==> src/rtl/avalon_wb_pkg.sv <==
// avalon_wb_pkg: Wishbone cycle-tag constants and bridge FSM states
package avalon_wb_pkg;
  localparam logic [2:0] CTI_CLASSIC = 3'b000;
  localparam logic [2:0] CTI_INCR    = 3'b010;
  localparam logic [2:0] CTI_EOB     = 3'b111;
  localparam logic [1:0] BTE_LINEAR  = 2'b00;
  typedef enum logic [1:0] {IDLE, RD, WR, RETRY} state_e;
endpackage

==> src/rtl/avalon_to_wb_burst_bridge.sv <==
// avalon_to_wb_burst_bridge: Avalon-MM burst slave to Wishbone B3 incrementing-burst master
module avalon_to_wb_burst_bridge
  import avalon_wb_pkg::*;
#(
  parameter int DW      = 32,
  parameter int AW      = 32,
  parameter int BURST_W = 8
) (
  input  logic                 clk,
  input  logic                 rst_n,
  input  logic [AW-1:0]        avm_address_i,
  input  logic [DW/8-1:0]      avm_byteenable_i,
  input  logic                 avm_read_i,
  input  logic                 avm_write_i,
  input  logic [DW-1:0]        avm_writedata_i,
  input  logic [BURST_W-1:0]   avm_burstcount_i,
  output logic [DW-1:0]        avm_readdata_o,
  output logic                 avm_readdatavalid_o,
  output logic                 avm_waitrequest_o,
  output logic [AW-1:0]        wbm_adr_o,
  output logic [DW-1:0]        wbm_dat_o,
  output logic [DW/8-1:0]      wbm_sel_o,
  output logic                 wbm_we_o,
  output logic                 wbm_cyc_o,
  output logic                 wbm_stb_o,
  output logic [2:0]           wbm_cti_o,
  output logic [1:0]           wbm_bte_o,
  input  logic [DW-1:0]        wbm_dat_i,
  input  logic                 wbm_ack_i,
  input  logic                 wbm_err_i,
  input  logic                 wbm_rty_i
);
  localparam int BW = DW / 8;
  state_e               state_q;
  logic [AW-1:0]        addr_q;
  logic [BW-1:0]        be_q;
  logic [BURST_W-1:0]   rem_q;
  logic                 is_wr_q;
  logic [DW-1:0]        rdata_q;
  logic [DW-1:0]        wdat_q;
  logic                 rdv_q;
  logic                 in_rd;
  logic                 in_wr;
  logic                 done;
  logic                 retry;
  logic [BURST_W-1:0]   cnt;
  assign in_rd = state_q == RD;
  assign in_wr = state_q == WR;
  assign wbm_cyc_o = in_rd | in_wr;
  assign wbm_stb_o = in_rd | (in_wr & avm_write_i);
  assign wbm_we_o  = in_wr;
  assign wbm_adr_o = addr_q;
  assign wbm_dat_o = in_wr ? avm_writedata_i : wdat_q;
  assign wbm_sel_o = in_wr ? avm_byteenable_i : be_q;
  assign wbm_cti_o = rem_q == BURST_W'(1) ? CTI_EOB : CTI_INCR;
  assign wbm_bte_o = BTE_LINEAR;
  assign done  = wbm_stb_o & (wbm_ack_i | wbm_err_i);
  assign retry = wbm_stb_o & wbm_rty_i & ~(wbm_ack_i | wbm_err_i);
  assign cnt   = avm_burstcount_i == '0 ? BURST_W'(1) : avm_burstcount_i;
  assign avm_waitrequest_o   = ~rst_n | ~((state_q == IDLE & avm_read_i) | (in_wr & done));
  assign avm_readdata_o      = rdata_q;
  assign avm_readdatavalid_o = rdv_q;
  // Burst FSM: capture the command, step address/count per completed beat, one-cycle retry gap
  always_ff @(posedge clk or negedge rst_n) begin
    if (!rst_n) begin
      state_q <= IDLE;
      addr_q  <= '0;
      be_q    <= '0;
      rem_q   <= BURST_W'(1);
      is_wr_q <= 1'b0;
      rdata_q <= '0;
      wdat_q  <= '0;
      rdv_q   <= 1'b0;
    end else begin
      rdv_q <= in_rd & done;
      case (state_q)
        IDLE: if (avm_read_i | avm_write_i) begin
          addr_q  <= avm_address_i;
          be_q    <= avm_byteenable_i;
          rem_q   <= cnt;
          is_wr_q <= ~avm_read_i;
          state_q <= avm_read_i ? RD : WR;
        end
        RD, WR: if (done) begin
          addr_q <= addr_q + AW'(BW);
          rem_q  <= rem_q - BURST_W'(1);
          if (in_rd) rdata_q <= wbm_dat_i;
          if (in_wr) wdat_q <= avm_writedata_i;
          if (rem_q == BURST_W'(1)) state_q <= IDLE;
        end else if (retry) begin
          state_q <= RETRY;
        end
        default: state_q <= is_wr_q ? WR : RD;
      endcase
    end
  end
endmodule
==> config.mk <==
export PLATFORM = sky130hd
export DESIGN_NAME = avalon_to_wb_burst_bridge
export DESIGN_NICKNAME = d
export VERILOG_FILES = /design/src/rtl/avalon_wb_pkg.sv /design/src/rtl/avalon_to_wb_burst_bridge.sv
export SDC_FILE = /design/constraint.sdc
export NUM_CORES = 1
export LEC_CHECK = 0
export ABC_CLOCK_PERIOD_IN_PS = 2650
export CAP_MARGIN = 10
export CORE_UTILIZATION = 40
export DETAILED_ROUTE_END_ITERATION = 8
export GPL_TIMING_DRIVEN = 0
export PLACE_DENSITY = 0.8
export SYNTH_ARGS = -nofsm -noshare
export SYNTH_HDL_FRONTEND = slang
export SYNTH_SLANG_ARGS = --single-unit
==> constraint.sdc <==
create_clock -name clk -period 2.65 [get_ports clk]
set_input_delay 0.265 -clock clk [delete_from_list [all_inputs] [get_ports clk]]
set_output_delay 0.265 -clock clk [all_outputs]
set_load 0.1 [all_outputs]
==> results.sh <==
export IMPL_path_clk_slew_ns=0.08
export IMPL_num_vias=5481
export IMPL_rsz0062_at_grt="false"
export IMPL_grt_pass1_wl_mm=28.5
export IMPL_synth_seq_cells=112
export IMPL_synth_edf_count=0
export IMPL_port_buffers=221
export IMPL_syn2layout_area_growth_pct=45.2
export IMPL_vias_per_cell=5.59
export IMPL_setup_worst_path_start_class="register"
export IMPL_clockBufferDepth=2
export IMPL_fmax_mhz=392
export IMPL_coreArea_mm2=0.0146
export IMPL_synth_cell_types=64
export IMPL_first_pass_iters=7
export IMPL_slowest_stage="clkdlybuf4s15_2"
export IMPL_crit_type="register to output port"
export IMPL_yosysWarnings=0
export IMPL_fp_dieH_um=125
export IMPL_post_route_util=0.597
export IMPL_diodes=0
export IMPL_whs_ns=0.404
export IMPL_cts_tree="built"
export IMPL_die_area_mm2=0.0156
export IMPL_track_usage=0.235
export IMPL_critical_path_max_stage_delay_ns=0.54
export IMPL_setup_viol=0
export IMPL_antenna_found_initial=0
export IMPL_fill_cells=1253
export IMPL_cp_arrival_ns=2.29
export IMPL_maxSlewHeadroom=0.284
export IMPL_syn_avg_cell_area_um2=10.8
export IMPL_fin_crit_sh=0.964
export IMPL_crit_required_ns=2.38
export IMPL_crit_fanout=7
export IMPL_grt_pass1_vias=5365
export IMPL_rows=44
export IMPL_final_hold_violation_count=0
export IMPL_cts_max_level=3
export IMPL_dpl_hpwl_mm=13.5
export IMPL_cts_root_buffer="clkbuf_16"
export IMPL_routed_wl_mm=18.0
export IMPL_io_pins=225
export IMPL_grt_overflow=0
export IMPL_end_kind="output port"
export IMPL_finalMaxSlewViolations=0
export IMPL_status="finished, violations left"
export IMPL_start_util=0.412
export IMPL_skew_ns=0.00648
export IMPL_synthArstFlopShare=1.00
export IMPL_drt_iter0_drc=450
export IMPL_grt_max_degree=62
export IMPL_ys_flop_type="dfrtp_1"
export IMPL_drt_antenna_violating_nets=0
export IMPL_fin_crit_ns=2.55
export IMPL_netlist_area_mm2=0.00603
export IMPL_crit_chain="or3_1 > and4bb_2 > buf_4 > clkdlybuf4s15_2"
export IMPL_holdCritPathClass="input port to asynchronous set/reset pin"
export IMPL_tightest_slew_ns=1.08
export IMPL_maxCapViolations=0
export IMPL_clock_latency_ns=0.36
export IMPL_nNetsFinal=916
export IMPL_failed_checks="design-rule violations"
export IMPL_die_w_um=125
export IMPL_wire_per_inst_um=18.4
export IMPL_tns_ns=0
export IMPL_drc_errors=22
export IMPL_ys_seq_area_frac=0.465
export IMPL_synthCells=558
export IMPL_place_congestion=0.884
export IMPL_cts_sinks=112
export IMPL_cts_made_buffers=9
export IMPL_drive_gt1_frac=0.258
-- final timing paths --
path / start / depth (start not counted) / to / slack [ns]
setup reg to reg: state_q[0]$_DFFE_PN0P_ / 7 / wbm_adr_o[22]$_DFFE_PN0P_ / 0.12
setup / recovery: rem_q[4]$_DFFE_PN0P_ / 4 / wbm_cti_o[2] / 0.1
min in group clk: avm_byteenable_i[1] / 3 / be_q[1]$_DFFE_PN0P_ / 0.45
max in group asynchronous: rst_n / 3 / wbm_adr_o[19]$_DFFE_PN0P_ / 1.56
hold reg to reg: be_q[2]$_DFFE_PN0P_ / 2 / be_q[2]$_DFFE_PN0P_ / 0.48
hold / removal: rst_n / 2 / avm_readdata_o[27]$_DFFE_PN0P_ / 0.40
-- synthesized netlist by cell type (all sizes together) (3+ instances only) --
library cell,count,share of area
a211o,3,0.0044
a22oi,11,0.014
nand2,45,0.028
nand2b,3,0.0031
o22a,4,0.0058
inv,8,0.0050
o22ai,10,0.010
nor3,10,0.010
mux2i,6,0.010
a221o,5,0.0083
o21ai,21,0.017
or3,5,0.0052
clkbuf,10,0.0062
nand3,17,0.014
and4,3,0.0044
and3,8,0.0083
o211ai,5,0.0071
ha,8,0.017
mux2,103,0.19
a21oi,36,0.030
nor4,7,0.0083
buf,28,0.025
nor2,31,0.019
a311oi,6,0.0087
a22o,3,0.0044
nand4,11,0.012
dfrtp,111,0.46
-- metrics by stage --
step,cells,area [µm²],setup WS (ns)
global route,981,8750,0.000336
finish,981,8750,0.0958
floorplan,559,6040,-0.0701
global placement,964,8480,-3.32
detailed placement,965,8510,-0.590
CTS,981,8700,0.00590
-- layer usage --
metal  GRT usage  wire length (µm)
met3      0.0752              1680
met4      0.0784               322
met5           0                 0
met1       0.285              7290
met2       0.396              8720
-- cell usage in the layout, fill, tap and decap left out, types with 4 or more instances in the layout --
cell type and count:
clkbuf_2 4, clkdlybuf4s15_2 9, nor2_1 29, o211ai_1 4, clkbuf_4 11, o22a_1 4
nand3_1 17, nand4_1 10, buf_4 11, or3_1 5, ha_1 6, clkdlybuf4s50_1 178
buf_1 4, o22ai_1 10, inv_1 8, mux2i_1 6, dfrtp_1 111, clkbuf_16 9
nor4_1 6, a21oi_1 36, nand2_1 44, clkbuf_1 6, nor3_1 8, buf_2 31
a22oi_1 11, a221o_1 5, and3_1 8, mux2_2 103, a311oi_1 6, o21ai_0 20
-- state kept, by name (all words and copies together) (netlist names) --
signal               flops
state_q                  2
rem_q                    8
avm_readdata_o          32
is_wr_q                  1
avm_readdatavalid_o      1
wdat_q                  32
wbm_adr_o               32
be_q                     4
-- final cells by class --
type / instances / area, µm² / area share
plain buffers: 38 / 206 / 0.0236
clock buffers: 10 / 239 / 0.0273
flip-flops and latches: 112 / 2800 / 0.321
clock inverters: 5 / 63.8 / 0.00729
repair buffers: 223 / 2150 / 0.245
inverters: 9 / 33.8 / 0.00386
multi-input cells: 400 / 3030 / 0.346
well taps: 184 / 230 / 0.0263
-- what timing repair did --
item                                   CTS  global route
resized for setup                      186            27
setup buffers                            0             0
endpoints found under the hold margin   51             0
hold buffers                             1             0
setup endpoints to repair               44            34
-- cell families (layout without fill, tap and decap cells) --
kind of cell,Yosys count,count (layout),share of synthesized area
simple gates,150,150,0.127
other cells,2,3,0.00125
mux,109,109,0.202
fa+ha+maj,8,8,0.0166
compound gates,130,130,0.150
flops,112,112,0.465
buf+inv,47,285,0.0370
-- worst max-delay path: cells and delay by family, from the launching register on --
kind                   cells  cell delay (ns)
buffers and inverters      2             0.67
DFF                        1             0.44
and+or+nand+nor            2             0.81
Power is left out: the tool's default activity adds up to more than one toggle a clock period on the data nets, which glitch-free logic cannot reach.
